--- config.mk ---
export PLATFORM = sky130hd
export DESIGN_NAME = axil_cfg_sequencer_flat
export DESIGN_NICKNAME = d
export VERILOG_FILES = /design/src/rtl/axil_cfg_pkg.sv /design/src/rtl/axil_cfg_if.sv /design/src/rtl/axil_cfg_rom.sv /design/src/rtl/axil_cfg_sequencer.sv /design/src/flat_wrapper.sv
export SDC_FILE = /design/constraint.sdc
export NUM_CORES = 1
export LEC_CHECK = 0
export CAP_MARGIN = 0
export CORE_AREA = 5 5 77 115
export CTS_BUF_LIST = sky130_fd_sc_hd__clkbuf_8
export DETAILED_ROUTE_END_ITERATION = 12
export DIE_AREA = 0 0 82 120
export PLACE_DENSITY = 0.86
export SETUP_SLACK_MARGIN = 0.1
export SLEW_MARGIN = 20
export SYNTH_ARGS = -nofsm -noshare
export SYNTH_HDL_FRONTEND = slang
export SYNTH_SLANG_ARGS = --single-unit
--- constraint.sdc ---
create_clock -name aclk -period 1.9 [get_ports aclk]
set_input_delay 0.19 -clock aclk [delete_from_list [all_inputs] [get_ports aclk]]
set_output_delay 0.19 -clock aclk [all_outputs]
set_load 0.02 [all_outputs]
--- src/rtl/axil_cfg_pkg.sv ---
// Shared types and the boot-time register table for the AXI4-Lite configuration sequencer.
// Readback verification is enabled by defining AXIL_CFG_VERIFY_EN.
package axil_cfg_pkg;

    typedef enum logic [2:0] {
        IDLE,
        W_REQ,
        W_RESP,
        R_REQ,
        R_DATA,
        FINISH
    } cfg_state_t;

    localparam logic [1:0] RESP_OKAY   = 2'b00;
    localparam logic [1:0] RESP_SLVERR = 2'b10;
    localparam logic [1:0] RESP_DECERR = 2'b11;

    typedef struct packed {
        logic [31:0] addr;
        logic [31:0] data;
    } cfg_entry_t;

    // Deepest table a build may ask for; N_ENTRIES picks a prefix of it.
    localparam int CFG_DEPTH = 16;

    localparam cfg_entry_t [0:CFG_DEPTH-1] CFG_TABLE = '{
        '{addr: 32'h0000_0000, data: 32'h1111_1111},
        '{addr: 32'h0000_0004, data: 32'h2222_2222},
        '{addr: 32'h0000_0008, data: 32'h3333_3333},
        '{addr: 32'h0000_000C, data: 32'h4444_4444},
        '{addr: 32'h0000_0000, data: 32'h5555_0004},
        '{addr: 32'h0000_0004, data: 32'h5555_0005},
        '{addr: 32'h0000_0008, data: 32'h5555_0006},
        '{addr: 32'h0000_000C, data: 32'h5555_0007},
        '{addr: 32'h0000_0000, data: 32'h6666_0008},
        '{addr: 32'h0000_0004, data: 32'h6666_0009},
        '{addr: 32'h0000_0008, data: 32'h6666_000A},
        '{addr: 32'h0000_000C, data: 32'h6666_000B},
        '{addr: 32'h0000_0000, data: 32'h7777_000C},
        '{addr: 32'h0000_0004, data: 32'h7777_000D},
        '{addr: 32'h0000_0008, data: 32'h7777_000E},
        '{addr: 32'h0000_000C, data: 32'h7777_000F}
    };

endpackage

--- src/rtl/axil_cfg_if.sv ---
// AXI4-Lite bus bundle between the configuration sequencer and the register slave.
// Read channels are only exercised when AXIL_CFG_VERIFY_EN is defined.
interface axil_cfg_if #(
    parameter int ADDR_W = 32,
    parameter int DATA_W = 32
);

    logic [ADDR_W-1:0] awaddr;
    logic              awvalid;
    logic              awready;
    logic [DATA_W-1:0] wdata;
    logic [3:0]        wstrb;
    logic              wvalid;
    logic              wready;
    logic [1:0]        bresp;
    logic              bvalid;
    logic              bready;
    logic [ADDR_W-1:0] araddr;
    logic              arvalid;
    logic              arready;
    logic [DATA_W-1:0] rdata;
    logic [1:0]        rresp;
    logic              rvalid;
    logic              rready;

    modport master (
        output awaddr, awvalid, wdata, wstrb, wvalid, bready,
        output araddr, arvalid, rready,
        input  awready, wready, bresp, bvalid,
        input  arready, rdata, rresp, rvalid
    );

    modport slave (
        input  awaddr, awvalid, wdata, wstrb, wvalid, bready,
        input  araddr, arvalid, rready,
        output awready, wready, bresp, bvalid,
        output arready, rdata, rresp, rvalid
    );

endinterface

--- src/rtl/axil_cfg_rom.sv ---
// Combinational lookup of one configuration table entry by index.
// Indices at or beyond N_ENTRIES read back as all-zero.
module axil_cfg_rom
    import axil_cfg_pkg::*;
#(
    parameter int N_ENTRIES = 4,
    parameter int IDX_W     = 3
) (
    input  logic [IDX_W-1:0] idx,
    output cfg_entry_t       entry
);

    // Select the table row matching idx.
    always_comb begin
        entry = '0;
        for (int i = 0; i < N_ENTRIES; i++) begin
            if (idx == IDX_W'(i)) entry = CFG_TABLE[i[3:0]];
        end
    end

endmodule

--- src/rtl/axil_cfg_sequencer.sv ---
// AXI4-Lite master that writes the boot table into the register slave on start.
// Define AXIL_CFG_VERIFY_EN to read back and compare every entry after writing it.
module axil_cfg_sequencer
    import axil_cfg_pkg::*;
#(
    parameter int N_ENTRIES = 4,
    parameter int ADDR_W    = 32,
    parameter int DATA_W    = 32
) (
    input  logic       aclk,
    input  logic       aresetn,
    input  logic       start,
    output logic       done,
    output logic       err,
    axil_cfg_if.master m_axil
);

    localparam int IDX_W = $clog2(N_ENTRIES + 1);
    localparam logic [IDX_W-1:0] LAST_IDX = IDX_W'(N_ENTRIES - 1);

    cfg_state_t        state_q, state_d;
    logic [IDX_W-1:0]  idx_q, idx_d;
    logic [IDX_W-1:0]  ld_idx;
    cfg_entry_t        entry;
    logic              awvalid_q, awvalid_d;
    logic              wvalid_q, wvalid_d;
    logic              bready_q, bready_d;
    logic              done_q, done_d;
    logic              err_q, err_d;
    logic [ADDR_W-1:0] awaddr_q, awaddr_d;
    logic [DATA_W-1:0] wdata_q, wdata_d;
    logic              advance;
    logic              abort;
`ifdef AXIL_CFG_VERIFY_EN
    logic              arvalid_q, arvalid_d;
    logic              rready_q, rready_d;
    logic [ADDR_W-1:0] araddr_q, araddr_d;
`endif

    // Entry to load next: row 0 on a fresh run, otherwise the following row.
    always_comb begin
        ld_idx = (state_q == IDLE) ? '0 : idx_q + 1'b1;
    end

    axil_cfg_rom #(
        .N_ENTRIES (N_ENTRIES),
        .IDX_W     (IDX_W)
    ) u_rom (
        .idx   (ld_idx),
        .entry (entry)
    );

    // State register and registered bus outputs.
    always_ff @(posedge aclk) begin
        if (!aresetn) begin
            state_q   <= IDLE;
            idx_q     <= '0;
            awvalid_q <= 1'b0;
            wvalid_q  <= 1'b0;
            bready_q  <= 1'b0;
            done_q    <= 1'b0;
            err_q     <= 1'b0;
            awaddr_q  <= '0;
            wdata_q   <= '0;
`ifdef AXIL_CFG_VERIFY_EN
            arvalid_q <= 1'b0;
            rready_q  <= 1'b0;
            araddr_q  <= '0;
`endif
        end else begin
            state_q   <= state_d;
            idx_q     <= idx_d;
            awvalid_q <= awvalid_d;
            wvalid_q  <= wvalid_d;
            bready_q  <= bready_d;
            done_q    <= done_d;
            err_q     <= err_d;
            awaddr_q  <= awaddr_d;
            wdata_q   <= wdata_d;
`ifdef AXIL_CFG_VERIFY_EN
            arvalid_q <= arvalid_d;
            rready_q  <= rready_d;
            araddr_q  <= araddr_d;
`endif
        end
    end

    // Next-state and next-output decode for the table walk.
    always_comb begin
        state_d   = state_q;
        idx_d     = idx_q;
        awvalid_d = awvalid_q;
        wvalid_d  = wvalid_q;
        bready_d  = bready_q;
        done_d    = done_q;
        err_d     = err_q;
        awaddr_d  = awaddr_q;
        wdata_d   = wdata_q;
`ifdef AXIL_CFG_VERIFY_EN
        arvalid_d = arvalid_q;
        rready_d  = rready_q;
        araddr_d  = araddr_q;
`endif
        advance   = 1'b0;
        abort     = 1'b0;

        unique case (state_q)
            IDLE: begin
                if (start) begin
                    done_d    = 1'b0;
                    err_d     = 1'b0;
                    idx_d     = '0;
                    awvalid_d = 1'b1;
                    wvalid_d  = 1'b1;
                    awaddr_d  = ADDR_W'(entry.addr);
                    wdata_d   = DATA_W'(entry.data);
                    state_d   = W_REQ;
                end
            end
            W_REQ: begin
                // AW and W complete independently; wait for both.
                awvalid_d = awvalid_q & ~m_axil.awready;
                wvalid_d  = wvalid_q & ~m_axil.wready;
                if (!awvalid_d && !wvalid_d) begin
                    bready_d = 1'b1;
                    state_d  = W_RESP;
                end
            end
            W_RESP: begin
                if (m_axil.bvalid) begin
                    bready_d = 1'b0;
                    if (m_axil.bresp != RESP_OKAY) begin
                        abort = 1'b1;
                    end else begin
`ifdef AXIL_CFG_VERIFY_EN
                        arvalid_d = 1'b1;
                        araddr_d  = awaddr_q;
                        state_d   = R_REQ;
`else
                        advance = 1'b1;
`endif
                    end
                end
            end
`ifdef AXIL_CFG_VERIFY_EN
            R_REQ: begin
                if (m_axil.arready) begin
                    arvalid_d = 1'b0;
                    rready_d  = 1'b1;
                    state_d   = R_DATA;
                end
            end
            R_DATA: begin
                // wdata_q still holds this entry's data.
                if (m_axil.rvalid) begin
                    rready_d = 1'b0;
                    if (m_axil.rresp != RESP_OKAY ||
                        m_axil.rdata != wdata_q) begin
                        abort = 1'b1;
                    end else begin
                        advance = 1'b1;
                    end
                end
            end
`endif
            FINISH: begin
                state_d = IDLE;
            end
            default: begin
                state_d = IDLE;
            end
        endcase

        if (abort) begin
            err_d   = 1'b1;
            done_d  = 1'b1;
            state_d = FINISH;
        end else if (advance) begin
            if (idx_q == LAST_IDX) begin
                done_d  = 1'b1;
                state_d = FINISH;
            end else begin
                idx_d     = idx_q + 1'b1;
                awvalid_d = 1'b1;
                wvalid_d  = 1'b1;
                awaddr_d  = ADDR_W'(entry.addr);
                wdata_d   = DATA_W'(entry.data);
                state_d   = W_REQ;
            end
        end
    end

    assign done           = done_q;
    assign err            = err_q;
    assign m_axil.awaddr  = awaddr_q;
    assign m_axil.awvalid = awvalid_q;
    assign m_axil.wdata   = wdata_q;
    assign m_axil.wstrb   = 4'hF;
    assign m_axil.wvalid  = wvalid_q;
    assign m_axil.bready  = bready_q;
`ifdef AXIL_CFG_VERIFY_EN
    assign m_axil.araddr  = araddr_q;
    assign m_axil.arvalid = arvalid_q;
    assign m_axil.rready  = rready_q;
`else
    assign m_axil.araddr  = '0;
    assign m_axil.arvalid = 1'b0;
    assign m_axil.rready  = 1'b0;
`endif

endmodule

--- src/flat_wrapper.sv ---
// flat-port wrapper written by rule: the top's interface ports become plain ports
module axil_cfg_sequencer_flat import axil_cfg_pkg::*;
#(
    parameter int N_ENTRIES = 4,
    parameter int ADDR_W    = 32,
    parameter int DATA_W    = 32
)
  (aclk, aresetn, start, done, err, m_axil_awaddr, m_axil_awvalid, m_axil_wdata, m_axil_wstrb, m_axil_wvalid, m_axil_bready, m_axil_araddr, m_axil_arvalid, m_axil_rready, m_axil_awready, m_axil_wready, m_axil_bresp, m_axil_bvalid, m_axil_arready, m_axil_rdata, m_axil_rresp, m_axil_rvalid);
  axil_cfg_if #(.ADDR_W(ADDR_W), .DATA_W(DATA_W)) m_axil_i ();
  input  logic aclk;
  input  logic aresetn;
  input  logic start;
  output logic done;
  output logic err;
  output wire logic [$bits(m_axil_i.awaddr)-1:0] m_axil_awaddr;
  output wire logic [$bits(m_axil_i.awvalid)-1:0] m_axil_awvalid;
  output wire logic [$bits(m_axil_i.wdata)-1:0] m_axil_wdata;
  output wire logic [$bits(m_axil_i.wstrb)-1:0] m_axil_wstrb;
  output wire logic [$bits(m_axil_i.wvalid)-1:0] m_axil_wvalid;
  output wire logic [$bits(m_axil_i.bready)-1:0] m_axil_bready;
  output wire logic [$bits(m_axil_i.araddr)-1:0] m_axil_araddr;
  output wire logic [$bits(m_axil_i.arvalid)-1:0] m_axil_arvalid;
  output wire logic [$bits(m_axil_i.rready)-1:0] m_axil_rready;
  input wire logic [$bits(m_axil_i.awready)-1:0] m_axil_awready;
  input wire logic [$bits(m_axil_i.wready)-1:0] m_axil_wready;
  input wire logic [$bits(m_axil_i.bresp)-1:0] m_axil_bresp;
  input wire logic [$bits(m_axil_i.bvalid)-1:0] m_axil_bvalid;
  input wire logic [$bits(m_axil_i.arready)-1:0] m_axil_arready;
  input wire logic [$bits(m_axil_i.rdata)-1:0] m_axil_rdata;
  input wire logic [$bits(m_axil_i.rresp)-1:0] m_axil_rresp;
  input wire logic [$bits(m_axil_i.rvalid)-1:0] m_axil_rvalid;
  assign m_axil_awaddr = m_axil_i.awaddr;
  assign m_axil_awvalid = m_axil_i.awvalid;
  assign m_axil_wdata = m_axil_i.wdata;
  assign m_axil_wstrb = m_axil_i.wstrb;
  assign m_axil_wvalid = m_axil_i.wvalid;
  assign m_axil_bready = m_axil_i.bready;
  assign m_axil_araddr = m_axil_i.araddr;
  assign m_axil_arvalid = m_axil_i.arvalid;
  assign m_axil_rready = m_axil_i.rready;
  assign m_axil_i.awready = m_axil_awready;
  assign m_axil_i.wready = m_axil_wready;
  assign m_axil_i.bresp = m_axil_bresp;
  assign m_axil_i.bvalid = m_axil_bvalid;
  assign m_axil_i.arready = m_axil_arready;
  assign m_axil_i.rdata = m_axil_rdata;
  assign m_axil_i.rresp = m_axil_rresp;
  assign m_axil_i.rvalid = m_axil_rvalid;
  axil_cfg_sequencer #(.N_ENTRIES(N_ENTRIES), .ADDR_W(ADDR_W), .DATA_W(DATA_W)) u_core (.aclk(aclk), .aresetn(aresetn), .start(start), .done(done), .err(err), .m_axil(m_axil_i));
endmodule
Word level (Yosys, flattened, before mapping). Cells that the tools add are included.

Add/sub/neg operators: 1. Equal/unequal tests: 14. Mux-type cells: 53. Bitwise logic cells: 5. Reduce and logical (&&, ||, !) cells: 14.

Operator list (count): $mux W32 (10); $mux W64 (3); $mux W3 (11); $mux W29 (1); $mux W1 (24); $eq A3 B2 Y1 const B (4); $pmux W3 S3 (1); $reduce_and A3 Y1 (3); $reduce_bool A2 Y1 (4); $eq A3 B1 Y1 const B (2); $logic_not A3 Y1 (2); $ne A3 B1 Y1 const B (2); $pmux W1 S2 (3); $ne A2 B1 Y1 const B (2); $ne A4 B1 Y1 const B (1); $ne A4 B2 Y1 const B (1); $add A3 B1 Y3 const B (1); $ne A3 B2 Y1 const B (1); $not A1 Y1 (3); $and A1 B1 Y1 (2); $logic_not A1 Y1 (2); $ne A2 B2 Y1 const B (1); $reduce_and A2 Y1 (1); $reduce_or A2 Y1 (1); $logic_and A1 B1 Y1 (1).

Register bits after elaboration: 75. Input port bits: 44. Output and inout port bits: 107.

Depth between registers and ports, before layout.
Depth in word-level cells: 12. Gate-level depth with buffers: 8. Gate-level depth less buffers: 5.

By module. A second synthesis with hierarchy kept.

Cells, all modules: 445. Area, all modules: 3858.7 µm².

Modules (own cells, without submodules): axil_cfg_sequencer (times used 1, cells each 379, area each 3369.5 µm²); axil_cfg_rom (times used 1, cells each 66, area each 489.2 µm²).

Worst setup path before layout. Ideal clock, no wire load.

Path type: reg-to-reg. Start: register u_core.idx_q[0]. End: register u_core.wdata_q[1], in the netlist u_core.m_axil.wdata[1]. Arrival time: 1.864 ns. Data required time: 1.825 ns. Slack: -0.038 ns. Stages on the path, launching flop included: 8. Path buffers: 2. Clock period less this slack: 1.938 ns. Cells stage by stage: dfxtp_1 -> ha_1 -> ha_1 -> or3_1 -> buf_2 -> or4_1 -> clkbuf_1 -> o21ai_0.

Word-level cells in the longest chain between the ends: 11.

RTL lines: from (decl) (line axil_cfg_sequencer.sv:22) `logic [IDX_W-1:0] idx_q, idx_d;`; from (signal assigned) (line axil_cfg_sequencer.sv:72) `idx_q <= idx_d;`; $add A3 B1 Y3 (line axil_cfg_sequencer.sv:42) `ld_idx = (state_q == IDLE) ? '0 : idx_q + 1'b1;`; $mux W3 (line axil_cfg_sequencer.sv:42); $eq A3 B1 Y1 (line axil_cfg_rom.sv:17) `if (idx == IDX_W'(i)) entry = CFG_TABLE[i[3:0]];`; $mux W64 (3 in a row) (line axil_cfg_rom.sv:17); $mux W32 (line axil_cfg_sequencer.sv:109) `if (start) begin`; $mux W32 (line axil_cfg_sequencer.sv:107) `unique case (state_q)`; $mux W32 (line axil_cfg_sequencer.sv:179) `if (idx_q == LAST_IDX) begin`; $mux W32 (line axil_cfg_sequencer.sv:178) `end else if (advance) begin`; $mux W32 (*) (line axil_cfg_sequencer.sv:174) `if (abort) begin`; to (signal assigned) (line axil_cfg_sequencer.sv:79) `wdata_q <= wdata_d;`; to (decl) (line axil_cfg_sequencer.sv:31) `logic [DATA_W-1:0] wdata_q, wdata_d;`.

Every way passes the cells marked *; elsewhere a longest branch is shown, timed or not. A chain may end at the register's enable or synchronous reset.

Worst setup path after layout.
Start: register u_core.idx_q[0]. End: register u_core.awaddr_q[14], in the netlist u_core.m_axil.awaddr[14].

Word-level cells in the longest chain between the ends: 10.

RTL lines: $add A3 B1 Y3 (line axil_cfg_sequencer.sv:42); $mux W3 (line axil_cfg_sequencer.sv:42); $eq A3 B2 Y1 (line axil_cfg_rom.sv:17); $mux W64 (2 in a row) (line axil_cfg_rom.sv:17); $mux W32 (line axil_cfg_sequencer.sv:109); $mux W32 (line axil_cfg_sequencer.sv:107); $mux W32 (line axil_cfg_sequencer.sv:179); $mux W32 (line axil_cfg_sequencer.sv:178); $mux W32 (*) (line axil_cfg_sequencer.sv:174); to (signal assigned) (line axil_cfg_sequencer.sv:78) `awaddr_q <= awaddr_d;`; to (decl) (line axil_cfg_sequencer.sv:30) `logic [ADDR_W-1:0] awaddr_q, awaddr_d;`.

Marks and branches as above.

==> results.yml <==
timing:
  fin_crit_sh: 0.932
  period_needed_ns: 1.77
  final_hold_viol_count: 0
  setup_viol: 0
  slew_viol_final: 0
  rsz0062_at_grt: "yes"
  skew_ns: 0.00498
  max_freq_mhz: 565
critical_path:
  required_ns: 2.13
  start_kind: "flip-flop"
  cp_slowest_cell: "or3_4"
  path_class: "flip-flop to flip-flop"
  cp-startpoint: "u_core.idx_q[0]$_SDFF_PN0_"
  crit_chain: "ha_4 > ha_4 > or3_4 > o211a_4 > clkbuf_16 > and2_1"
  r2r_setup_slack_ns: 0.13
  cp-end-kind: "flip-flop"
  reg2reg_depth: 6
  critPathMostFrequentCell: "ha_4"
  r2r_end: "u_core.m_axil.awaddr[14]$_SDFF_PN0_"
  rr_startpoint: "u_core.idx_q[0]$_SDFF_PN0_"
  worstPathMaxFanout: 10
  setup.worst_path.end: "u_core.m_axil.awaddr[14]$_SDFF_PN0_"
  critPathArrivalTime_ns: 2.00
  slowest_delay_ns: 0.37
power_and_ir_drop:
  combPwrFrac: 0.120
  leakagePower_nw: 1.52
  power_density_nw_per_um2: 888
  p_switching_mw: 0.816
  seq_power_share: 0.483
  total_power_mw: 3.40
  p_int_mw: 2.58
  clockPowerShare: 0.397
  swShare: 0.240
  peakVddDrop_uv: 581
cells_and_area:
  syn2layout_area_growth_pct: 40.6
  nFillCells: 710
  num_antenna_cells: 0
  final_area_um2: 3820
  multiInputGateArea_um2: 978
  seq_area_um2: 1510
  fin_nets: 399
  drive_above_1_share: 0.120
clocking:
  cts_sinks: 75
  root_buffer: "clkbuf_8"
  htree_levels: 3
  cts_setup_buffers: 0
  clk_latency_ns: 0.34
  cts_tree: "done"
  cts.path.max_buffers: 2
  path_clk_slew_ns: 0.07
  holdBufCountCts: 0
  cts-buffers-inserted: 9
synthesis:
  synth_area_um2: 2720
  yosysWarnings: 0
  synth.distinct_cells: 38
  syn_inst: 265
  yosysSeqAreaShare: 0.552
  ys_ff_latch: 75
  synth.avg_cell_area_um2: 10.3
drt:
  drt_first_pass_iters: 4
  drt_iter0_drc: 109
  ant_nets: 0
  routedWlPerCell_um: 13.5
  wl_mm: 6.22
  via_count: 1987
  drc: 0
  vias_per_cell: 4.30
global_route:
  track_usage: 0.127
  grt_max_degree: 39
  antenna_found_initial: 0
  grt_pass1_wl_mm: 9.45
  grt_pass1_vias: 1943
  grt_overflow: 0
floorplanning:
  ios: 151
  die_y_um: 120
  core_um2: 7810
  die_area_um2: 9840
  rows: 40
  initial_utilization: 0.348
  die_x_um: 82
place:
  hpwlAfterDp_mm: 4.39
  gp_congestion: 0.902
  place_area_um2: 3520
  port_buffers: 76
outcome:
  status: "completed"
flow_run:
  cap_violations: 0
worst_hold_path:
  min_path_type: "flip-flop to flip-flop"
  min_delay_path_depth: 2
[power groups by stage]
stage | Clock [mW] | Sequential [mW] | Combinational, mW
finish | 1.35 | 1.64 | 0.408
global route | 1.46 | 1.65 | 0.440
CTS | 1.38 | 1.64 | 0.378
detailed placement | 0 | 1.68 | 0.365
global placement | 0 | 1.67 | 0.358
floorplan | 0 | 1.71 | 0.272
[registers in the layout, indices dropped and copies added, names as in the netlist]
| register | count |
|---|---|
| u_core.m_axil.awvalid | 1 |
| u_core.state_q | 3 |
| u_core.m_axil.wdata | 32 |
| u_core.m_axil.wvalid | 1 |
| u_core.err | 1 |
| u_core.idx_q | 3 |
| u_core.done | 1 |
| u_core.m_axil.awaddr | 32 |
| u_core.m_axil.bready | 1 |
[cell families (layout without fill, tap and decap cells)]
group / count (synthesis) / after routing / synth area share
AO/OA/AOI/OAI: 48 / 48 / 0.116
XOR/XNOR: 1 / 1 / 0.00322
adder cells (fa/ha/maj): 2 / 2 / 0.00920
buffers and inverters: 69 / 125 / 0.161
flip-flops: 75 / 75 / 0.552
other: 2 / 38 / 0.00276
AND/OR/NAND/NOR: 68 / 68 / 0.156
[through the flow]
| stage | instances | hold slack (ns) | setup TNS, ns | util | worst slack, ns |
|---|---|---|---|---|---|
| final | 462 | 0.454 | 0 | 0.490 | 0.129 |
| after global routing | 462 | 0.479 | 0 | 0.490 | 0.0924 |
| after CTS | 460 | 0.458 | 0 | 0.483 | 0.0953 |
| after detailed placement | 444 | 0.444 | -0.547 | 0.450 | -0.0784 |
| after global placement | 444 | 0.442 | -0.114 | 0.450 | -0.0212 |
| after floorplan | 301 | 0.370 | 0 | - | 0.0592 |
[worst max-delay path, delay by kind of cell (launching register included)]
kind                     cells  cell delay (ns)
adder cells (fa/ha/maj)      2             0.31
buffers and inverters        1             0.17
flip-flops                   1             0.35
AO/OA/AOI/OAI                1             0.30
AND/OR/NAND/NOR              2             0.53
[what timing repair did]
| action | in CTS | in global routing |
|---|---|---|
| cloned | 1 | 2 |
| hold endpoints to repair | 0 | 0 |
| pin swaps | 0 | 2 |
| setup endpoints to repair | 61 | 45 |
| gates resized for setup | 6 | 4 |
[final cells by class]
type | count | area share
tap | 105 | 0.0344
inverter | 18 | 0.0177
multi-input combinational | 157 | 0.256
sequential | 75 | 0.394
timing repair buffer | 92 | 0.239
clock buffer | 11 | 0.0396
clock inverter | 4 | 0.0193
[worst min path at each step]
stage                                             startpoint                                  to  slack [ns]
after global routing      u_core.m_axil.wdata[29]$_SDFF_PN0_  u_core.m_axil.wdata[29]$_SDFF_PN0_        0.48
after CTS                 u_core.m_axil.wdata[21]$_SDFF_PN0_  u_core.m_axil.wdata[21]$_SDFF_PN0_        0.46
final                     u_core.m_axil.wdata[21]$_SDFF_PN0_  u_core.m_axil.wdata[21]$_SDFF_PN0_        0.45
after global placement    u_core.m_axil.wdata[15]$_SDFF_PN0_  u_core.m_axil.wdata[15]$_SDFF_PN0_        0.44
after detailed placement  u_core.m_axil.wdata[21]$_SDFF_PN0_  u_core.m_axil.wdata[21]$_SDFF_PN0_        0.44
after floorplan                                m_axil_bvalid      u_core.state_q[1]$_SDFFE_PP0P_        0.37
[metal layers]
| metal | global-route usage | up-vias | part of all wire |
|---|---|---|---|
| met5 | 0 | - | 0 |
| met4 | 0.0707 | 0 | 0.018 |
| met3 | 0.0360 | 7 | 0.064 |
| met2 | 0.227 | 78 | 0.54 |
| met1 | 0.127 | 941 | 0.38 |
| li1 | - | 961 | - |
[layout by cell type (no fill, tap or decap), types with 3 or more instances in the layout]
master,instances
o211ai_1,4
clkbuf_8,11
nand2b_1,3
dfxtp_1,73
o21ai_1,8
conb_1,38
nor2b_1,3
clkdlybuf4s50_1,76
buf_4,13
a21oi_1,6
o21a_1,8
nand2_1,6
and2_1,38
nand3_1,3
o21ai_0,10
inv_1,18
[synthesized netlist by cell type]
cell type	number	area, um^2
dfxtp_1	75	1500
and2_1	38	238
buf_4	38	285
inv_1	18	67.6
o21ai_0	18	90.1
o21a_1	8	60.1
a21oi_1	6	30.0
nand2_1	6	22.5
clkbuf_1	5	18.8
buf_2	4	20.0
buf_6	4	45.0
o211ai_1	4	30.0
nand2b_1	3	18.8
nand3_1	3	15.0
nor2b_1	3	18.8
o211a_1	3	30.0
or3_1	3	18.8
a211oi_1	2	15.0
conb_1	2	7.51
ha_1	2	25.0
nand4_1	2	12.5
nor3_1	2	10.0
a21o_1	1	7.51
a31o_2	1	8.76
a32oi_1	1	8.76
a41oi_1	1	8.76
and4bb_2	1	12.5
nand4b_1	1	8.76
nand4bb_1	1	11.3
nor2_1	1	3.75
nor3b_1	1	7.51
o211ai_2	1	12.5
o21ai_1	1	5.00
o311a_1	1	10.0
or3b_2	1	8.76
or4_1	1	7.51
or4b_1	1	10.0
xor2_1	1	8.76
Power figures use the tool's default switching activity.
